## src/rtl/imm_rotate_encoder_pkg.sv

```systemverilog
// Shared types, widths and rotation helper for the operand-2 immediate encoder.
package imm_rotate_encoder_pkg;

    localparam int unsigned DATA_W    = 32;
    localparam int unsigned ROT_STEPS = 16;
    localparam int unsigned ROT_W     = 4;
    localparam int unsigned IMM8_W    = 8;
    localparam int unsigned SHOP_W    = 12;

    typedef enum logic [1:0] {
        ST_IDLE   = 2'd0,
        ST_SEARCH = 2'd1,
        ST_DONE   = 2'd2
    } state_e;

    // Rotate left by amt (0..31); amt of 0 returns x unchanged.
    function automatic logic [DATA_W-1:0] rol32(input logic [DATA_W-1:0] x,
                                                input logic [4:0]        amt);
        logic [2*DATA_W-1:0] dbl;
        dbl = {x, x} << amt;
        return dbl[2*DATA_W-1:DATA_W];
    endfunction

endpackage

```

## src/rtl/imm_rotate_encoder_fit_check.sv

```systemverilog
// Tests whether a 32-bit value, rotated left by 2*rot, fits in the low 8 bits.
module imm_fit_check
    import imm_rotate_encoder_pkg::*;
(
    input  logic [DATA_W-1:0] value_i,
    input  logic [ROT_W-1:0]  rot_i,
    output logic              fit_c,
    output logic [IMM8_W-1:0] imm8_c
);

    logic [DATA_W-1:0] rotated;

    // Undo the decode rotation and see whether only the imm8 field is populated.
    always_comb begin
        rotated = rol32(value_i, {rot_i, 1'b0});
        fit_c   = (rotated[DATA_W-1:IMM8_W] == '0);
        imm8_c  = rotated[IMM8_W-1:0];
    end

endmodule

```

## src/rtl/imm_rotate_encoder.sv

```systemverilog
// Multi-cycle search for the {rotate_imm, imm8} encoding of a 32-bit constant.
module imm_rotate_encoder
    import imm_rotate_encoder_pkg::*;
#(
    parameter bit ALLOW_INVERT = 1'b1
) (
    input  logic              clk,
    input  logic              rst,
    input  logic              start,
    input  logic [DATA_W-1:0] value,
    output logic              busy,
    output logic              done,
    output logic              encodable,
    output logic              inverted,
    output logic [SHOP_W-1:0] shift_operand
);

    state_e            state_q, state_d;
    logic [ROT_W-1:0]  rot_q, rot_d;
    logic [DATA_W-1:0] val_q, val_d;
    logic              busy_q, busy_d;
    logic              done_q, done_d;
    logic              enc_q, enc_d;
    logic              inv_q, inv_d;
    logic [SHOP_W-1:0] shop_q, shop_d;

    logic              plain_fit_c, inv_raw_fit_c, inv_fit_c;
    logic [IMM8_W-1:0] plain_imm8_c, inv_imm8_c;

    imm_fit_check u_plain_fit (
        .value_i (val_q),
        .rot_i   (rot_q),
        .fit_c   (plain_fit_c),
        .imm8_c  (plain_imm8_c)
    );

    imm_fit_check u_inv_fit (
        .value_i (~val_q),
        .rot_i   (rot_q),
        .fit_c   (inv_raw_fit_c),
        .imm8_c  (inv_imm8_c)
    );

    assign inv_fit_c = ALLOW_INVERT && inv_raw_fit_c;

    // Next-state and result computation; smallest rotation wins, plain before inverted.
    always_comb begin
        state_d = state_q;
        rot_d   = rot_q;
        val_d   = val_q;
        enc_d   = enc_q;
        inv_d   = inv_q;
        shop_d  = shop_q;
        case (state_q)
            ST_IDLE, ST_DONE: begin
                if (start) begin
                    val_d   = value;
                    rot_d   = '0;
                    enc_d   = 1'b0;
                    inv_d   = 1'b0;
                    shop_d  = '0;
                    state_d = ST_SEARCH;
                end else begin
                    state_d = ST_IDLE;
                end
            end
            ST_SEARCH: begin
                if (plain_fit_c) begin
                    enc_d   = 1'b1;
                    inv_d   = 1'b0;
                    shop_d  = {rot_q, plain_imm8_c};
                    state_d = ST_DONE;
                end else if (inv_fit_c) begin
                    enc_d   = 1'b1;
                    inv_d   = 1'b1;
                    shop_d  = {rot_q, inv_imm8_c};
                    state_d = ST_DONE;
                end else if (rot_q == ROT_W'(ROT_STEPS - 1)) begin
                    enc_d   = 1'b0;
                    inv_d   = 1'b0;
                    shop_d  = '0;
                    state_d = ST_DONE;
                end else begin
                    rot_d   = rot_q + ROT_W'(1);
                end
            end
            default: state_d = ST_IDLE;
        endcase
        busy_d = (state_d == ST_SEARCH);
        done_d = (state_d == ST_DONE);
    end

    // State and registered outputs with synchronous reset.
    always_ff @(posedge clk) begin
        if (rst) begin
            state_q <= ST_IDLE;
            rot_q   <= '0;
            val_q   <= '0;
            busy_q  <= 1'b0;
            done_q  <= 1'b0;
            enc_q   <= 1'b0;
            inv_q   <= 1'b0;
            shop_q  <= '0;
        end else begin
            state_q <= state_d;
            rot_q   <= rot_d;
            val_q   <= val_d;
            busy_q  <= busy_d;
            done_q  <= done_d;
            enc_q   <= enc_d;
            inv_q   <= inv_d;
            shop_q  <= shop_d;
        end
    end

    assign busy          = busy_q;
    assign done          = done_q;
    assign encodable     = enc_q;
    assign inverted      = inv_q;
    assign shift_operand = shop_q;

endmodule

```

## config.mk

```make
export PLATFORM = sky130hd
export DESIGN_NAME = imm_rotate_encoder
export DESIGN_NICKNAME = d
export VERILOG_FILES = /design/src/rtl/imm_rotate_encoder_pkg.sv /design/src/rtl/imm_rotate_encoder_fit_check.sv /design/src/rtl/imm_rotate_encoder.sv
export SDC_FILE = /design/constraint.sdc
export NUM_CORES = 1
export LEC_CHECK = 0
export ABC_AREA = 1
export CORE_MARGIN = 4
export CORE_UTILIZATION = 45
export CTS_BUF_LIST = sky130_fd_sc_hd__clkbuf_4 sky130_fd_sc_hd__clkbuf_8 sky130_fd_sc_hd__clkbuf_16
export DETAILED_ROUTE_END_ITERATION = 8
export PLACE_DENSITY = 0.69
export SKIP_CTS_REPAIR_TIMING = 1
export SYNTH_ARGS = -nofsm -noshare
export SYNTH_HDL_FRONTEND = slang
export SYNTH_SLANG_ARGS = --single-unit
```

## constraint.sdc

```tcl
create_clock -name clk -period 2.1 [get_ports clk]
set_clock_uncertainty 0.15 [all_clocks]
set_input_delay 0.63 -clock clk [delete_from_list [all_inputs] [get_ports clk]]
set_output_delay 0.63 -clock clk [all_outputs]
set_load 0.03 [all_outputs]
```

# [Yosys cells after proc, flatten, opt, wreduce, memory -nomap -nowiden]
# Index checks and enable logic that the tools add are counted.
[op_classes] addsub=1 multipliers=0 div=0 n_lt_le_gt_ge=0 n_eq_ne=10 shift=2 muxes=22 bitwise_logic=1 n_reduce_logical=8
[op_table] operator="$shl 64x5->64" n=2
[op_table] operator="$logic_not 24->1" n=2
[op_table] operator="$mux 12" n=4
[op_table] operator="$not 32->32" n=1
[op_table] operator="$pmux 12 s2" n=1
[op_table] operator="$mux 4" n=4
[op_table] operator="$ne 2x2->1 const B" n=4
[op_table] operator="$pmux 4 s2" n=1
[op_table] operator="$mux 1" n=6
[op_table] operator="$mux 2" n=3
[op_table] operator="$reduce_and 5->1" n=1
[op_table] operator="$add 4x1->4 const B" n=1
[op_table] operator="$eq 2x1->1 const B" n=2
[op_table] operator="$eq 2x2->1 const B" n=2
[op_table] operator="$eq 4x4->1 const B" n=1
[op_table] operator="$ne 4x4->1 const B" n=1
[op_table] operator="$pmux 1 s2" n=2
[op_table] operator="$pmux 2 s2" n=1
[op_table] operator="$reduce_and 3->1" n=1
[op_table] operator="$logic_not 2->1" n=1
[op_table] operator="$reduce_and 2->1" n=1
[op_table] operator="$reduce_bool 2->1" n=1
[op_table] operator="$reduce_or 2->1" n=1
[word_totals] ff_bits=54 latch_bits=0 ram_bits=0 romBits=0 in_bits=35 word_cells=52 n_memories=0

# [Depth between registers and ports, before layout]
# Gate-level depths: netlist of the first run.
[depth] depth_word=7 depth_mapped=19 depth_no_buf=17

# [Cells and area by module]
# From an unflattened synthesis of the first run, not the netlist that was laid out.
[hier_totals] cells_unflattened=963 area_unflattened_um2=5106.1
[modules_own_cells] mod="imm_fit_check" instances=2 cells_each=336 area_each_um2=1491.4 seq_area_each_um2=0.0
[modules_own_cells] mod="imm_rotate_encoder" instances=1 cells_each=291 area_each_um2=2123.3 seq_area_each_um2=1081.0

# [Worst setup path before layout of the first run]
# OpenSTA, ideal clock, no wires.
[synth_path] kind="register to register" startpoint="register rot_q[0]" endpoint="register enc_q, in the netlist encodable" setup_time_ps=137 t_arrival_ps=1956 setup_slack_ps=-142 stages_incl_launch_ff=17 path_buffers=3 synth_period_minus_slack_ps=2242 path_cell_list="dfxtp_1 buf_6 inv_8 buf_8 nand2_2 nand3_1 nand3_1 nand2_1 o21ai_2 nand4_1 nor2_2 nand2_4 nand3b_2 nand2_1 buf_4 nand2_1 a21oi_1"
[synth_between] elab_chain_len=5
[synth_lines] item="from (decl)" line="imm_rotate_encoder.sv:19" rtl="logic [ROT_W-1:0] rot_q, rot_d;"
[synth_lines] item="from (signal assigned)" line="imm_rotate_encoder.sv:106" rtl="rot_q <= rot_d;"
[synth_lines] item="$shl 64x5->64" line="imm_rotate_encoder_pkg.sv:20" rtl="dbl = {x, x} << amt;"
[synth_lines] item="$logic_not 24->1" line="imm_rotate_encoder_fit_check.sv:16" rtl="fit_c = (rotated[DATA_W-1:IMM8_W] == '0);"
[synth_lines] item="$mux 1" line="imm_rotate_encoder.sv:73" rtl="end else if (inv_fit_c) begin"
[synth_lines] item="$mux 1" line="imm_rotate_encoder.sv:68" rtl="if (plain_fit_c) begin"
[synth_lines] item="$pmux 1 s2" line="imm_rotate_encoder.sv:54" rtl="case (state_q)"
[synth_lines] item="to (signal assigned)" line="imm_rotate_encoder.sv:110" rtl="enc_q <= enc_d;"
[synth_lines] item="to (decl)" line="imm_rotate_encoder.sv:23" rtl="logic enc_q, enc_d;"
# Several ways; a longest one is shown, not always the timed one.
# A chain may end at the register's enable or synchronous reset.

# [Worst setup path after layout of the first run]
[layout_path] startpoint="register rot_q[0]" endpoint="register shop_q[9], in the netlist shift_operand[9]"
[layout_between] elab_chain_len=5
[layout_lines] item="$shl 64x5->64" line="imm_rotate_encoder_pkg.sv:20"
[layout_lines] item="$logic_not 24->1" line="imm_rotate_encoder_fit_check.sv:16"
[layout_lines] item="$mux 12" line="imm_rotate_encoder.sv:73"
[layout_lines] item="$mux 12" line="imm_rotate_encoder.sv:68"
[layout_lines] item="$pmux 12 s2" line="imm_rotate_encoder.sv:54"
[layout_lines] item="to (signal assigned)" line="imm_rotate_encoder.sv:112" rtl="shop_q <= shop_d;"
[layout_lines] item="to (decl)" line="imm_rotate_encoder.sv:25" rtl="logic [SHOP_W-1:0] shop_q, shop_d;"
# Several ways; a longest one is shown, not always the timed one.

==> results of run 1 <==
[flip-flops by register name (all words and copies together), names as in the netlist]
signal / flops
val_q: 32
rot_q: 4
state_q: 2
done: 1
shift_operand: 12
encodable: 1
busy: 1
inverted: 1
[power groups by stage]
stage	clock network, W	logic, W	registers (W)
floorplan	0	0.00101	0.00117
global placement	0	0.00162	0.00118
detailed placement	0	0.00163	0.00118
CTS	0.000749	0.00164	0.00116
global route	0.000790	0.00251	0.00121
finish	0.000745	0.00235	0.00120
[synth_stat cells]
cell | n | share of area [%]
nand3_2 | 12 | 2.8
clkinv_1 | 1 | 0.089
buf_6 | 3 | 0.80
nand2_1 | 181 | 16
inv_4 | 1 | 0.15
ha_1 | 1 | 0.30
nand3b_2 | 1 | 0.27
xor2_1 | 1 | 0.21
clkbuf_1 | 17 | 1.5
nor2_4 | 1 | 0.27
nor2_1 | 111 | 9.9
inv_2 | 1 | 0.089
nor2_2 | 3 | 0.44
buf_8 | 2 | 0.71
a21oi_1 | 13 | 1.5
nor3_1 | 4 | 0.47
nand2_2 | 23 | 3.4
nand3_1 | 182 | 22
nand4_1 | 7 | 1.0
inv_1 | 23 | 2.0
a21oi_4 | 1 | 0.39
inv_8 | 1 | 0.27
buf_2 | 12 | 1.4
nand2_4 | 3 | 0.80
a31oi_1 | 8 | 1.2
dfxtp_1 | 54 | 26
o21ai_0 | 43 | 5.1
buf_1 | 2 | 0.18
o21ai_2 | 1 | 0.21
buf_4 | 6 | 1.1
[area by class of cell]
class                   count  area, um2  share of cell area (%)
multi-input cells         597       4220                    58.0
well taps                 111        139                    1.91
repair buffers            151       1560                    21.5
clock inverters             2       37.5                   0.517
repair inverters            3       28.8                   0.396
inverters                  27        121                    1.67
clock buffers               6       76.3                    1.05
flip-flops and latches     54       1090                    15.0
[layer usage]
metal	track usage [%]	wire [um]	vias up
li1	-	-	2649
met2	40.8	8960	289
met1	36.3	7680	2651
met4	5.90	838	0
met3	3.27	1230	74
met5	0	0	-
[worst max-delay path by stage]
stage	slack, ps	cells after the start	to
after floorplan	-70	17	encodable$_SDFFE_PP0P_
after global placement	-340	15	shift_operand[5]$_SDFFE_PP0P_
after detailed placement	-440	15	shift_operand[4]$_SDFFE_PP0P_
after CTS	-480	15	shift_operand[4]$_SDFFE_PP0P_
after global routing	-670	16	shift_operand[4]$_SDFFE_PP0P_
final	-520	17	shift_operand[9]$_SDFFE_PP0P_
[metrics by stage]
stage               TNS [ps]  instance area (um2)  total power (W)
floorplan               -803                 4310          0.00218
global placement       -6270                 5410          0.00280
detailed placement     -7970                 5410          0.00282
CTS                    -8830                 5530          0.00355
global route          -12730                 7270          0.00451
finish                -10370                 7270          0.00430
[kinds of logic after synthesis]
group	Yosys count
adder cells (fa/ha/maj)	1
XOR/XNOR	1
flip-flops	54
AND/OR/NAND/NOR	528
AO/OA/AOI/OAI	66
buffers and inverters	69
[critical path, cell delays in order (launching register included)]
cell	delay [ps]
dfxtp_4	390
buf_12	150
clkbuf_16	190
nand2_8	90
nand3_4	90
nand3_1	130
nand3_1	130
nand2_2	140
nand2_1	100
nor2_4	120
nand2_2	60
nor2_4	120
nand2_4	90
buf_4	160
nand3b_4	150
nand2_4	100
nand2_1	90
a21oi_1	60
==> reports/metrics.yaml, run 1 <==
setup_path:
  cp.required_ps: 2160
  critPathKind: "flop to flop"
  critPathMaxFanout: 6
  r2r_setup_slack_ps: -520
  crit_arrival_ps: 2680
  rr_startpoint: "rot_q[0]$_SDFFE_PP0P_"
  critPathLaunchType: "flop"
  crit_path_end_kind: "flop"
  r2r-end: "shift_operand[9]$_SDFFE_PP0P_"
  startpoint: "rot_q[0]$_SDFFE_PP0P_"
  rr_worst_depth: 17
outcome:
  status: "finished, violations left"
  failed_checks: "negative setup slack"
floorplan:
  initial_core_util_pct: 45.9
  ios: 51
  design.core.area_um2: 9200
  die_width_um: 105
  dieHeight_um: 105
  die_area_um2: 11000
  rows: 35
yosys:
  synth_nets: 755
  synth_top_family_by_area: "simple AND/OR/NAND/NOR gates"
  yosys_warnings: 0
  yosysUniqueCellTypes: 30
  synthAdderAreaFrac_pct: 0.297
  synth-xor-area-share_pct: 0.208
  synthMuxAreaShare_pct: 0
  synth_cells: 719
  avgSynthCellArea_um2: 5.87
  netlist_area_um2: 4220
  synth_compound_area_share_pct: 8.42
  ys_seq_area_share_pct: 25.6
  synthSimpleGateAreaFrac_pct: 57.1
  synth-seq-cells: 54
detailed_routing:
  drt-wirelength-per-cell_um: 19.7
  wl_um: 18700
  ant_nets: 0
  num_vias: 5663
  drcViolationCount: 0
  first_pass_iters: 6
  drtIter0Drc: 514
  routed_via_density: 5.95
worst_hold_path:
  min_from: "shift_operand[4]$_SDFFE_PP0P_"
  hold_class: "flop to flop"
  holdPathEnd: "shift_operand[4]$_SDFFE_PP0P_"
  hold_depth: 2
pwr:
  p_switching_w: 0.00189
  peakVddDrop_mv: 0.481
  p_leak_nw: 3.51
  combPwrFrac_pct: 54.7
  seqPwrFrac_pct: 28.0
  switching_share_pct: 43.9
  pwr-share-clk_pct: 17.3
  p_int_w: 0.00241
  power.density_nw_per_um2: 592
clocking:
  cts_tree: "done"
  clk_latency_ps: 310
  clkSinkCount: 54
  htree_levels: 2
  path_clk_slew_ps: 100
  cts-buffers-inserted: 5
  clockBufferDepth: 2
  clock-root-buffer: "clkbuf_8"
global_routing:
  grt_overflow: 0
  grt_pass1_wl_um: 23100
  grt_max_degree: 45
  antenna_found_initial: 0
  track_usage_pct: 25.5
  grt_pass1_vias: 4651
layout:
  area_delta_synth_final_pct: 72.2
  nFillCells: 644
  final_cells: 951
  nets: 875
  postLayoutCoreUtil_pct: 79.0
  drive_gt1_share_pct: 43.0
  final_common_cell: "nand2_1"
  final_cell_mix: "119 x nand2_1, 105 x nor2_1, 98 x nand3_2, 74 x buf_4, 54 x nand3_1"
  insertedDiodeCount: 0
timing:
  fin_ws_ps: -524
  post-route-min-period_ps: 2620
  finalHoldViolations: 0
  setup_viol: 22
  worst_pin_slew_ps: 419
  slew_viol_final: 0
  max_freq_mhz: 381
  hold_ws_ps: 315
  period_share_pct: 125
  relSlewSlack_pct: 72.0
  rsz0062_at_grt: "true"
placement:
  routabilityCongestion: 0.925
  dp_cells: 915
  pre_cts_ws_ps: -443
  port_buffers: 50
  dp_hpwl_um: 11100
flow_run:
  max_cap_viol_count: 0
Power figures use the tool's default switching activity.
==> inputs of run 2 (changes only) <==
- HOLD_SLACK_MARGIN: default -> 0.08
- PLACE_DENSITY: 0.69 -> 0.67
- clock period: 2.1 -> 3.4 ns (I/O delays scaled with it)
==> run 2 against run 1 <==
  * The run now ends clean
  * Wire length decreased by 32%
  * Register-to-register slack improved by 1000 ps
  * Combinational power decreased by 65%
  * Largest cell class unchanged
==> reports/metrics.yaml, run 2 (synthesis results as in run 1) <==
layout:
  drive_gt1_share_pct: 8.98  # -34 points
  nets: 781  # -11%
  area_delta_synth_final_pct: 13.6
  final_cell_mix: "182 x nand3_1, 181 x nand2_1, 111 x nor2_1, 54 x dfxtp_1, 50 x clkdlybuf4s50_1"
  nFillCells: 998  # +55%
  insertedDiodeCount: 0  # unchanged
  largest_register_ffs: 32  # unchanged
  regMostFlops: "val_q"
  final_common_cell: "nand3_1"
pwr:
  power.density_nw_per_um2: 396  # -33%
  peakVddDrop_mv: 0.328  # -32%
  p_int_w: 0.00108  # -55%
  pwr-share-clk_pct: 19.7  # +2.4 points
  switching_share_pct: 43.0  # -0.92 points
  seqPwrFrac_pct: 37.6  # +9.6 points
  combPwrFrac_pct: 42.7  # -12 points
  p_leak_nw: 2.11  # -40%
  p_switching_w: 0.000817  # -57%
detailed_routing:
  drt-wirelength-per-cell_um: 14.8  # -25%
  num_vias: 4823  # -15%
  wl_um: 12700  # -32%
  routed_via_density: 5.63  # -5.5%
  first_pass_iters: 5  # -1
  drtIter0Drc: 470  # -8.6%
  drcViolationCount: 0  # unchanged
  ant_nets: 0  # unchanged
floorplan:
  die_area_um2: 11000  # unchanged
  die_width_um: 105  # unchanged
  initial_core_util_pct: 45.9  # unchanged
  rows: 35  # unchanged
  design.core.area_um2: 9200  # unchanged
  dieHeight_um: 105  # unchanged
  ios: 51  # unchanged
clocking:
  cts_tree: "done"
  clockBufferDepth: 2  # unchanged
  clk_latency_ps: 310  # about the same
  clock-root-buffer: "clkbuf_8"
  clkSinkCount: 54  # unchanged
  path_clk_slew_ps: 100  # about the same
  cts-buffers-inserted: 5  # unchanged
  htree_levels: 2  # unchanged
flow_run:
  max_cap_viol_count: 0  # unchanged
setup_path:
  crit_path_end_kind: "flop"
  critPathMaxFanout: 34  # +28
  crit_arrival_ps: 2990  # +310 ps
  critPathKind: "flop to flop"
  cp.required_ps: 3460  # +1300 ps
  critPathLaunchType: "flop"
timing:
  slew_viol_final: 0  # unchanged
  tns_ps: 0  # +10370 ps
  finalHoldViolations: 0  # unchanged
  worst_pin_slew_ps: 491  # +72.3 ps
  relSlewSlack_pct: 67.3  # -4.7 points
  max_freq_mhz: 341  # -10%
  post-route-min-period_ps: 2930  # +305 ps
  setup_viol: 0  # -100%
  fin_ws_ps: 471  # +995 ps
  rsz0062_at_grt: "false"
  period_share_pct: 86.1  # -39 points
global_routing:
  antenna_found_initial: 0  # unchanged
  grt_pass1_wl_um: 21400  # -7.4%
  grt_overflow: 0  # unchanged
  grt_pass1_vias: 4375  # -5.9%
  grt_max_degree: 49  # +8.9%
  track_usage_pct: 23.5  # -2.0 points
placement:
  port_buffers: 50  # unchanged
  dp_hpwl_um: 9950  # -10%
  pre_cts_ws_ps: 562  # +1010 ps
  routabilityCongestion: 0.964  # +4.3%
worst_hold_path:
  hold_class: "flop to flop"
outcome:
  status: "complete, no violations"
==> run 2: cell count changes in the layout (fill, tap and decap cells not counted), sizes merged <==
cell           delta
buf              -87
bufinv            -1
clkbuf            -4
clkdlybuf4s50    +16
dlymetal6s2s     -16
inv               -1
nand2             -1
==> run 2: layer usage <==
layer  global-route usage [%]  vias up  wire length (um)
met1                     34.5     2201              6050
met2                     36.4      163              5660
met4                     6.00        0               250
li1                         -     2441                 -
met3                     2.78       18               717
met5                        0        -                 0
==> run 2: final timing paths <==
check	startpoint	to	slack [ps]	cells past startpoint
setup reg to reg	rot_q[0]$_SDFFE_PP0P_	shift_operand[4]$_SDFFE_PP0P_	470	14
hold reg to reg	shift_operand[9]$_SDFFE_PP0P_	shift_operand[9]$_SDFFE_PP0P_	310	2
setup / recovery	rot_q[0]$_SDFFE_PP0P_	shift_operand[4]$_SDFFE_PP0P_	470	14
hold / removal	shift_operand[9]$_SDFFE_PP0P_	shift_operand[9]$_SDFFE_PP0P_	310	2
==> run 2: final cells by class <==
cell class / count / area [um2] / area share [%]
clock buffer: 5 / 68.8 / 1.44
clock inverter: 3 / 25.0 / 0.522
inverter: 27 / 111 / 2.32
multi-input combinational: 596 / 2790 / 58.1
sequential: 54 / 1080 / 22.5
tap: 111 / 139 / 2.90
timing repair buffer: 61 / 583 / 12.2
==> run 2: power groups by stage <==
stage / logic, W / clock network, W / registers (W)
floorplan: 0.000604 / 0 / 0.000720
global placement: 0.000792 / 0 / 0.000727
detailed placement: 0.000799 / 0 / 0.000728
CTS: 0.000801 / 0.000386 / 0.000713
global route: 0.000920 / 0.000407 / 0.000718
finish: 0.000812 / 0.000374 / 0.000713
==> run 2: worst max-delay path, cell delays in order (launching register included) <==
cell and delay, ps:
dfxtp_1 440, buf_4 360, nand2_1 120, nand3_1 170, nand3_1 120, nand3_1 100, nand2_1 120, nor2_1 120
nand2_1 60, nor2_1 200, nand3_2 190, nand3b_2 180, nand2_1 260, nand3_1 160, nand2_1 60
==> run 2: metrics by stage <==
| step | total power [W] | cell area [um2] | utilization, % | cells | hold WS [ps] |
|---|---|---|---|---|---|
| global route | 0.00205 | 4790 | 52.1 | 857 | 330 |
| CTS | 0.00190 | 4790 | 52.1 | 857 | 318 |
| detailed placement | 0.00153 | 4700 | 51.1 | 849 | 302 |
| finish | 0.00190 | 4790 | 52.1 | 857 | 315 |
| global placement | 0.00152 | 4700 | 51.1 | 849 | 300 |
| floorplan | 0.00132 | 4220 | - | 719 | 329 |
==> inputs of run 3 (changes only) <==
- CORE_MARGIN: 4 -> default
==> run 3 against run 2 <==
  * Cell count fell by 0.35%
  * Setup slack lost 8.7 ps
  * Power down 0.58%
  * Sequential power is 0.6% higher
  * Design area down 0.13%
  * Register-to-register slack barely moved
  * Wire length hardly changed
  * Count of clock-buffer cells in the layout did not move
  * Global-route usage increased by 3.7 points
  * Fmax down 0.30%
  * Core utilization increased by 1.7 points
  * Sequential cell count unchanged
  * Critical endpoint is now shift_operand[0]$_SDFFE_PP0P_
==> reports/metrics.yaml, run 3 (synthesis results as in run 1) <==
outcome:
  status: "complete, no violations"
placement:
  dp_hpwl_um: 10100  # +1.3%
  placed_area_um2: 4700  # about the same
  routabilityCongestion: 0.964  # unchanged
  port_buffers: 50  # unchanged
  pre_cts_ws_ps: 471  # -91.2 ps
setup_path:
  critical-path-slowest-cell: "dfxtp_1"
  r2r_setup_slack_ps: 460  # about the same
  cpLargestDelayFamily: "simple AND/OR/NAND/NOR gates"
  crit_path_end_kind: "flop"
  critical_path_buf_inv_count: 1  # unchanged
  crit_arrival_ps: 2960  # -30 ps
  slowest_delay_ps: 530  # +90 ps
  critPathKind: "flop to flop"
  cp_cell_sequence: "buf_4, nand3_1, nand3_2, nand3_1, nand2_1, nand2_1, nor2_1, nand2_1, nor2_4, nand2_4, nand3b_2, nand2_1, nand2_1, a21oi_1"
  crit_top_cell: "nand2_1"
  critPathLaunchType: "flop"
  cp.required_ps: 3430  # -30 ps
  critPathMaxFanout: 24  # -29%
timing:
  relSlewSlack_pct: 66.7  # -0.52 points
  fin_ws_ps: 463  # -8.70 ps
  period_share_pct: 86.4  # +0.26 points
  setup_viol: 0  # unchanged
  max_freq_mhz: 340  # -0.30%
  post-route-min-period_ps: 2940  # +8.69 ps
  worst_pin_slew_ps: 497  # +6.19 ps
  slew_viol_final: 0  # unchanged
  tns_ps: 0  # unchanged
  finalHoldViolations: 0  # unchanged
  rsz0062_at_grt: "false"
clocking:
  cts_tree: "done"
  path_clk_slew_ps: 100  # about the same
  clockBufferDepth: 2  # unchanged
  htree_levels: 2  # unchanged
  cts-buffers-inserted: 5  # unchanged
  clock-root-buffer: "clkbuf_8"
  clkSinkCount: 54  # unchanged
  clk_latency_ps: 310  # about the same
global_routing:
  grt_pass1_vias: 4246  # -2.9%
  track_usage_pct: 27.1  # +3.7 points
  grt_pass1_wl_um: 21200  # -0.94%
  grt_max_degree: 49  # unchanged
  grt_overflow: 0  # unchanged
  antenna_found_initial: 0  # unchanged
detailed_routing:
  ant_nets: 0  # unchanged
  drcViolationCount: 0  # unchanged
  first_pass_iters: 5  # unchanged
  drt-wirelength-per-cell_um: 14.9  # +0.43%
  routed_via_density: 5.59  # -0.75%
  drtIter0Drc: 345  # -27%
  wl_um: 12700  # about the same
  num_vias: 4770  # -1.1%
layout:
  insertedDiodeCount: 0  # unchanged
  regMostFlops: "val_q"
  final_common_cell: "nand3_1"
  final_cell_mix: "182 x nand3_1, 181 x nand2_1, 111 x nor2_1, 54 x dfxtp_1, 50 x clkdlybuf4s50_1"
  largest_register_ffs: 32  # unchanged
  postLayoutCoreUtil_pct: 53.9  # +1.7 points
  multi_input_area_um2: 2790  # unchanged
  nets: 781  # unchanged
  register_area_um2: 1080  # unchanged
  nFillCells: 927  # -7.1%
  drive_gt1_share_pct: 8.98  # unchanged
  area_delta_synth_final_pct: 13.5
  fin_area_um2: 4790  # -0.13%
worst_hold_path:
  hold_class: "flop to flop"
pwr:
  power.density_nw_per_um2: 394  # -0.45%
  p_leak_nw: 2.12  # +0.23%
  peakVddDrop_mv: 0.204  # -38%
  finalPower_w: 0.00189  # -0.58%
flow_run:
  max_cap_viol_count: 0  # unchanged
floorplan:
  ios: 51  # unchanged
  initial_core_util_pct: 47.5  # +1.6 points
  dieHeight_um: 98.8  # -5.7%
  rows: 34  # -2.9%
  die_width_um: 98.8  # -5.7%
  die_area_um2: 9770  # -11%
  design.core.area_um2: 8890  # -3.3%
run 3: final timing paths:
check	start	end	cells after the start
max reg2reg	rot_q[1]$_SDFFE_PP0P_	shift_operand[0]$_SDFFE_PP0P_	14
max	rot_q[1]$_SDFFE_PP0P_	shift_operand[0]$_SDFFE_PP0P_	14
min reg2reg	encodable$_SDFFE_PP0P_	encodable$_SDFFE_PP0P_	2
min	encodable$_SDFFE_PP0P_	encodable$_SDFFE_PP0P_	2
run 3: cell type report:
class,instances,share of cell area (%)
Multi-Input combinational cell,596,58.2
Sequential cell,54,22.6
Timing Repair Buffer,61,12.3
Tap cell,108,2.82
Inverter,27,2.33
Clock buffer,5,1.44
Clock inverter,3,0.392
run 3: tightest hold or removal path, delay by kind of cell (launching register included):
kind / cells / cell delay [ps]
simple gates: 1 / 60
flops: 1 / 320
compound gates: 1 / 50
run 3: per-stage QoR:
stage,cells,hold WS [ps]
floorplan,719,329
global placement,846,300
detailed placement,846,305
CTS,854,324
finish,854,321
global route,854,348
run 3: report_power, final:
part	internal [W]	switching (W)
logic	0.000262	0.000548
clock network	0.000146	0.000216
registers	0.000673	0.0000437
total	0.00108	0.000808
run 3: metal layers:
layer	vias up	wire length, um	part of all wire, %	GRT usage, %
met5	-	0	0	0
met4	0	218	1.7	7.12
met3	21	586	4.6	2.55
met2	163	5740	45	43.8
met1	2146	6150	48	38.6
li1	2440	-	-	-
